===== config.mk =====
export PLATFORM = sky130hd
export DESIGN_NAME = uart_rx
export DESIGN_NICKNAME = d
export VERILOG_FILES = /design/src/rtl/uart_pkg.sv /design/src/rtl/sync_2ff.sv /design/src/rtl/uart_rx.sv
export SDC_FILE = /design/constraint.sdc
export NUM_CORES = 1
export LEC_CHECK = 0
export ABC_AREA = 1
export BUFFER_PORTS_ARGS = -buffer_cell sky130_fd_sc_hd__buf_2
export CAP_MARGIN = 25
export CORE_MARGIN = 2
export CORE_UTILIZATION = 35
export CTS_CLUSTER_DIAMETER = 150
export DETAILED_ROUTE_END_ITERATION = 10
export GPL_TIMING_DRIVEN = 0
export HOLD_SLACK_MARGIN = 0.15
export PLACE_DENSITY_LB_ADDON = 0.25
export SLEW_MARGIN = 20
export SYNTH_ARGS = -nofsm -noshare
export SYNTH_HDL_FRONTEND = slang
export SYNTH_HIERARCHICAL = 1
export SYNTH_SLANG_ARGS = --single-unit

===== constraint.sdc =====
create_clock -name clk_50m -period 4.06 [get_ports clk_50m]
set_input_delay 0 -clock clk_50m [delete_from_list [all_inputs] [get_ports clk_50m]]
set_output_delay 0 -clock clk_50m [all_outputs]
set_load 0.02 [all_outputs]

===== src/rtl/uart_pkg.sv =====
// Purpose: constants and FSM encoding shared by the UART receiver, baud generator and transmitter.
// Latency: none (declarations only).
// Backpressure: none (declarations only).
package uart_pkg;

  localparam int UART_DATA_BITS  = 8;
  localparam int UART_OVERSAMPLE = 16;
  localparam int CLK_FREQ        = 50_000_000;
  localparam int BAUD            = 115200;

  typedef enum logic [2:0] {
    IDLE      = 3'd0,
    START     = 3'd1,
    DATA      = 3'd2,
    STOP      = 3'd3,
    WAIT_HIGH = 3'd4
  } rx_state_t;

endpackage


===== src/rtl/sync_2ff.sv =====
// Purpose: two-flop synchroniser for an asynchronous single-bit input.
// Latency: 2 clk cycles from d to q.
// Backpressure: none; samples every cycle.
// Ports: clk (clock), rst (sync active-high reset, loads RESET_VAL), d (async in), q (synchronised out).
module sync_2ff #(
  parameter logic RESET_VAL = 1'b1
) (
  input  logic clk,
  input  logic rst,
  input  logic d,
  output logic q
);

  logic meta;

  always_ff @(posedge clk) begin
    if (rst) begin
      meta <= RESET_VAL;
      q    <= RESET_VAL;
    end else begin
      meta <= d;
      q    <= meta;
    end
  end

endmodule


===== src/rtl/uart_rx.sv =====
// Purpose: 8N1 UART receiver driven by a 16x oversample strobe, one-entry valid/ready output register.
// Latency: rx_valid rises 1 clk_50m cycle after the rxclk_en tick that samples the stop bit.
// Backpressure: one byte held until rx_ready; a frame finishing while the byte is unconsumed is dropped and flagged on rx_overrun.
// Ports: clk_50m, rst (sync active-high), rxclk_en (oversample strobe), rx_in (async line),
//        rx_ready / rx_valid / rx_data (output handshake), rx_frame_err / rx_overrun (1-cycle pulses), rx_busy.
module uart_rx
  import uart_pkg::*;
#(
  parameter int DATA_BITS  = UART_DATA_BITS,
  parameter int OVERSAMPLE = UART_OVERSAMPLE,
  parameter int MID_SAMPLE = OVERSAMPLE / 2
) (
  input  logic                 clk_50m,
  input  logic                 rst,
  input  logic                 rxclk_en,
  input  logic                 rx_in,
  input  logic                 rx_ready,
  output logic [DATA_BITS-1:0] rx_data,
  output logic                 rx_valid,
  output logic                 rx_frame_err,
  output logic                 rx_overrun,
  output logic                 rx_busy
);

  localparam int SCNT_W = $clog2(OVERSAMPLE);
  localparam int BCNT_W = $clog2(DATA_BITS);

  localparam logic [SCNT_W-1:0] MID_LAST = SCNT_W'(MID_SAMPLE - 1);
  localparam logic [SCNT_W-1:0] OS_LAST  = SCNT_W'(OVERSAMPLE - 1);
  localparam logic [BCNT_W-1:0] BIT_LAST = BCNT_W'(DATA_BITS - 1);

  rx_state_t             state;
  logic [SCNT_W-1:0]     sample_cnt;
  logic [BCNT_W-1:0]     bit_cnt;
  logic [DATA_BITS-1:0]  shreg;
  logic                  rx_sync;

  // Line idles high, so the synchroniser resets to 1 to avoid a false start after reset.
  sync_2ff #(
    .RESET_VAL(1'b1)
  ) u_rx_sync (
    .clk (clk_50m),
    .rst (rst),
    .d   (rx_in),
    .q   (rx_sync)
  );

  assign rx_busy = (state != IDLE);

  always_ff @(posedge clk_50m) begin
    if (rst) begin
      state        <= IDLE;
      sample_cnt   <= '0;
      bit_cnt      <= '0;
      shreg        <= '0;
      rx_data      <= '0;
      rx_valid     <= 1'b0;
      rx_frame_err <= 1'b0;
      rx_overrun   <= 1'b0;
    end else begin
      rx_frame_err <= 1'b0;
      rx_overrun   <= 1'b0;

      // Consumer handshake runs every cycle; a frame completing in this same
      // cycle re-asserts rx_valid below, which takes precedence.
      if (rx_valid && rx_ready) begin
        rx_valid <= 1'b0;
      end

      if (rxclk_en) begin
        case (state)
          IDLE: begin
            if (!rx_sync) begin
              state      <= START;
              sample_cnt <= '0;
            end
          end

          START: begin
            if (sample_cnt == MID_LAST) begin
              // Centre of the start bit: still low means a real frame,
              // high means the edge was a glitch.
              sample_cnt <= '0;
              if (!rx_sync) begin
                state   <= DATA;
                bit_cnt <= '0;
              end else begin
                state <= IDLE;
              end
            end else begin
              sample_cnt <= sample_cnt + 1'b1;
            end
          end

          DATA: begin
            sample_cnt <= sample_cnt + 1'b1;
            if (sample_cnt == OS_LAST) begin
              // LSB arrives first, so shifting in at the MSB leaves the byte
              // in natural order after the last bit.
              shreg   <= {rx_sync, shreg[DATA_BITS-1:1]};
              bit_cnt <= bit_cnt + 1'b1;
              if (bit_cnt == BIT_LAST) begin
                state <= STOP;
              end
            end
          end

          STOP: begin
            sample_cnt <= sample_cnt + 1'b1;
            if (sample_cnt == OS_LAST) begin
              if (rx_sync) begin
                if (!rx_valid || rx_ready) begin
                  rx_data  <= shreg;
                  rx_valid <= 1'b1;
                end else begin
                  rx_overrun <= 1'b1;
                end
                state <= IDLE;
              end else begin
                rx_frame_err <= 1'b1;
                state        <= WAIT_HIGH;
              end
            end
          end

          WAIT_HIGH: begin
            // A held-low line (break) must return high before a new start edge counts.
            if (rx_sync) begin
              state <= IDLE;
            end
          end

          default: begin
            state <= IDLE;
          end
        endcase
      end
    end
  end

endmodule


# After elaboration in Yosys (flattened, before gate mapping)
# Index checks and enable logic that the tools add are counted.
dict set report totals {
  reg_bits 31
  output_inout_bits 12
}
dict set report op_classes {
  add_sub_neg 2
  n_eq_ne 14
  muxes 24
  bitwise 4
  n_reduce_logical 15
}
# operator n
set op_table {}
lappend op_table {{two-way mux 3 bit} 10}
lappend op_table {{one-hot mux 3 bit (5 select lines)} 1}
lappend op_table {{!= test 2 bit, second input constant} 6}
lappend op_table {{one-hot mux 4 bit (3 select lines)} 1}
lappend op_table {{AND reduction 5 bit} 2}
lappend op_table {{two-way mux 1 bit} 8}
lappend op_table {{two-way mux 4 bit} 2}
lappend op_table {{AND reduction 7 bit} 1}
lappend op_table {{== test 3 x 2 -> 1 bit, second input constant} 2}
lappend op_table {{== test 3 bit, second input constant} 2}
lappend op_table {{one-hot mux 3 bit (2 select lines)} 1}
lappend op_table {{AND reduction 3 bit} 2}
lappend op_table {{nonzero test 3 bit} 2}
lappend op_table {{OR reduction 5 bit} 1}
lappend op_table {{adder 4 x 1 -> 4 bit, second input constant} 1}
lappend op_table {{== test 4 x 3 -> 1 bit, second input constant} 1}
lappend op_table {{== test 4 bit, second input constant} 1}
lappend op_table {{inverter 1 bit} 4}
lappend op_table {{OR reduction 4 bit} 1}
lappend op_table {{adder 3 x 1 -> 3 bit, second input constant} 1}
lappend op_table {{== test 3 x 1 -> 1 bit, second input constant} 1}
lappend op_table {{logical NOT 3 bit} 1}
lappend op_table {{two-way mux 2 bit} 1}
lappend op_table {{!= test 2 x 1 -> 1 bit, second input constant} 1}
lappend op_table {{other kinds (5)} 5}

# Logic depth before layout (Yosys ltp)
dict set report logic_depth {
  ltp_word 7
  mapped_depth 11
}

# Cells and area by module
# The synthesis kept the hierarchy.
# mod instances cells_each area_each_um2 seq_area_each_um2
set modules_own_cells {}
lappend modules_own_cells {uart_rx 1 186 1341.3 580.6}
lappend modules_own_cells {sync_2ff 1 7 58.8 40.0}

# Worst setup path before layout
# No wires, ideal clock.
dict set report synth_path {
  path_kind {register to register}
  startpoint {reg sample_cnt[0]}
  endpoint {reg rx_data[0]}
  setup_time_ns 0.117
  t_arrival_ns 1.265
  t_required_ns 3.943
  path_slack_ns 2.678
  path_stages_with_launch 8
  n_path_buf 1
  cell_sequence {dfxtp_1 > ha_1 > nand3_1 > nor2_2 > nand4_4 > buf_6 > o21ai_1 > a21oi_1}
}
dict set report synth_between {
  elab_chain_len 2
}
# item line
set synth_lines {}
lappend synth_lines {{start: declaration} uart_rx.sv:33} ;# logic [SCNT_W-1:0] sample_cnt;
lappend synth_lines {{start signal: assignment} uart_rx.sv:91} ;# sample_cnt <= sample_cnt + 1'b1;
lappend synth_lines {{start signal: assignment} uart_rx.sv:96} ;# sample_cnt <= sample_cnt + 1'b1;
lappend synth_lines {{start signal: assignment} uart_rx.sv:109} ;# sample_cnt <= sample_cnt + 1'b1;
lappend synth_lines {{== test 4 bit} uart_rx.sv:110} ;# if (sample_cnt == OS_LAST) begin
lappend synth_lines {{AND reduction 5 bit (no line)} n/a}
lappend synth_lines {{end signal: assignment} uart_rx.sv:113} ;# rx_data <= shreg;
lappend synth_lines {{end: declaration} uart_rx.sv:18} ;# output logic [DATA_BITS-1:0] rx_data,
# Every way passes these cells.
# A chain may end at the register's enable or synchronous reset.

# Worst setup path in the final report
dict set report layout_path {
  startpoint {reg sample_cnt[0]}
  endpoint {reg rx_valid}
}
dict set report layout_between {
  elab_chain_len 4
}
# item line
set layout_lines {}
lappend layout_lines {{== test 4 bit} uart_rx.sv:110}
lappend layout_lines {{two-way mux 1 bit} uart_rx.sv:110}
lappend layout_lines {{two-way mux 1 bit} uart_rx.sv:71} ;# case (state)
lappend layout_lines {{two-way mux 1 bit} uart_rx.sv:70} ;# if (rxclk_en) begin
lappend layout_lines {{end signal: assignment} uart_rx.sv:57} ;# rx_valid <= 1'b0;
lappend layout_lines {{end signal: assignment} uart_rx.sv:67} ;# rx_valid <= 1'b0;
lappend layout_lines {{end signal: assignment} uart_rx.sv:114} ;# rx_valid <= 1'b1;
lappend layout_lines {{end: declaration} uart_rx.sv:19} ;# output logic rx_valid,
# Every way passes these cells.

==> flow_metrics.tcl <==
set metrics [dict create \
    status "completed" \
    r2r_end "rx_valid" \
    peakVddDrop_uv 245.7 \
    crit_fanout 4 \
    drive_gt1_frac 0.1839 \
    synth_cell_type_count 26 \
    reg2reg_depth 6 \
    critPathTopFamily "simple AND/OR/NAND/NOR gates" \
    max_freq_ghz 0.5169 \
    layout_common_cells "nor2_1, dfxtp_1, nand2_1" \
    first_pass_iters 4 \
    grt_max_degree 11 \
    fp.coreArea_sq_um 3744 \
    syn_nets 201 \
    yosys_warnings 6 \
    syn_avg_cell_area_sq_um 7.254 \
    r2r-start "sample_cnt[0]" \
    slowest_stage "dlygate4sd3_1" \
    routedWlPerCell_um 10.11 \
    final_common_cell "nor2_1" \
    min_path_cells 2 \
    row_count 22 \
    cp-start-kind "flop" \
    rrSetupSlack_ps 2130 \
    die_w_um 67.25 \
    synthesis.area_sq_um 1400 \
    crit_path_max_incr_delay_ps 540 \
    power_mw 0.8631 \
    syn_to_final_growth_pct 20.11 \
    synth_top_cell_area_share 0.4433 \
    clkTransAtPathRegs_ps 60 \
    yosysTopAreaCell "dfxtp_1" \
    synthFlopType "dfxtp_1" \
    skew_ps 3.634 \
    drt_first_iter_violations 65 \
    ys_top_cells_by_area "dfxtp_1, nor2_1, nand2_1, inv_1, o21ai_0" \
    worst_hold_path.endpoint "u_rx_sync/q" \
    finalSetupViolCount 0 \
    cts_resized 0 \
    num_vias 1226 \
    cp.buffers_inverters 1 \
    num_antenna_cells 0 \
    floorplan.die_area_sq_um 4522 \
    synth_edf_count 0 \
    clock_path_buffers 2 \
    rsz0062_at_grt "false" \
    finalCritPeriodShare 0.4765 \
    power_density_nw_per_um2 513.3 \
    antenna_left 0 \
    port_buffers 16 \
    synthArstFlopShare 0 \
    synthCells 193 \
    grt_usage 0.1465 \
    fin_hold_ws_ps 419.3 \
    cts_buffers 5 \
    cap_viol_max_count 0 \
    cp-end-kind "flop" \
    viasPerCell 4.524 \
    fin_tns_setup_ps 0 \
    hold_viol 0 \
    place_hpwl_um 1998 \
    total_leakage_power_nw 0.7499 \
    min_from "u_rx_sync/meta" \
    grt_overflow 0 \
    first_global_vias 1134 \
    cts-root-buf "clkbuf_8" \
    crit_arrival_ps 2170 \
    hold_path.class "flop to flop" \
    final_nets 230 \
    io_pins 17 \
    gp_congestion 0.7820 \
    insertion_delay_ps 280 \
    path_class "flop to flop" \
    crit_start "sample_cnt[0]" \
    ys_ff_latch 31 \
    cts_tree "built" \
    required_ps 4290 \
    clock_sinks 31 \
    yosysSeqAreaShare 0.4433 \
    min_period_ps 1935 \
    drc_errors 0 \
    maxSlewViolCount 0 \
    die_y_um 67.25 \
    relSlewSlack 0.7395 \
    antenna_found_initial 0 \
    grt_pass1_wl_um 4795 \
    wl_um 2740 \
    path_cells "ha_1, nand3_1, nor4_1, nand2_1, a21oi_1, dlygate4sd3_1" \
    htree_num_levels 2 \
    worstMarginPinSlew_ps 390.8 \
    start_util 0.3740 \
]
-- tightest hold or removal path, delay by kind of cell (launching register included) --
| family | cells | cell delay (ps) |
|---|---|---|
| AND/OR/NAND/NOR | 1 | 40 |
| buffers and inverters | 1 | 30 |
| flip-flops | 1 | 310 |
-- metrics by stage --
step / cell area [sq um] / cells / util / setup WS [ps]
after global placement: 1540 / 257 / 0.4114 / 2538
after detailed placement: 1540 / 257 / 0.4114 / 2494
final: 1682 / 271 / 0.4492 / 2125
after global routing: 1682 / 271 / 0.4492 / 1888
after CTS: 1682 / 271 / 0.4492 / 2113
after floorplan: 1400 / 193 / - / 2678
-- registers in the layout (all words and copies together), names as in the netlist --
signal          count
rx_frame_err        1
state               3
rx_valid            1
shreg               8
rx_overrun          1
u_rx_sync/meta      1
rx_data             8
u_rx_sync/q         1
sample_cnt          4
bit_cnt             3
-- area by class of cell --
type,count,area (sq um)
well taps,48,60.06
plain buffers,4,25.02
multi-input cells,129,643.1
clock buffers,7,76.32
inverters,29,111.4
repair buffers,22,140.1
flip-flops and latches,31,620.6
clock inverters,1,5.005
fillers,412,2062
-- how the worst max path moves through the flow --
stage,to,depth (start not counted)
after floorplan,rx_data[0],7
after global placement,rx_data[0],7
after detailed placement,rx_data[0],7
after CTS,rx_valid,6
after global routing,rx_valid,6
final,rx_valid,6
-- metal layers --
metal / track usage / routed length (um)
met5: 0 / 0
met4: 0.1071 / 73
met3: 0.03500 / 131
met2: 0.2327 / 1180
met1: 0.1716 / 1354
-- cell usage after synthesis (2+ instances only) --
cell      count
nor2_1       37
dfxtp_1      31
nand2_1      27
inv_1        26
o21ai_0      17
a21oi_1      14
nand3_1      11
nand2_2       5
nor2_2        4
ha_1          3
inv_2         2
o21bai_1      2
-- cells by family (layout without fill, tap and decap cells) --
group,count (synthesis),in the layout,synth area share
buffers and inverters,33,63,0.09740
adder cells (fa/ha/maj),3,3,0.02681
AND/OR/NAND/NOR,89,89,0.2833
AO/OA/AOI/OAI,37,37,0.1492
flip-flops,31,31,0.4433
-- power breakdown --
group / switching, mW / leakage, nW / total, mW / internal, mW
Clock: 0.110 / 0.0422 / 0.230 / 0.120
Combinational: 0.181 / 0.457 / 0.273 / 0.0925
Sequential: 0.0316 / 0.251 / 0.360 / 0.328
-- what timing repair did --
action | in CTS | in global routing
setup buffers | 0 | 0
endpoints found under the hold margin | 7 | 0
hold buffers | 6 | 0
(Power assumes the default switching activity.)
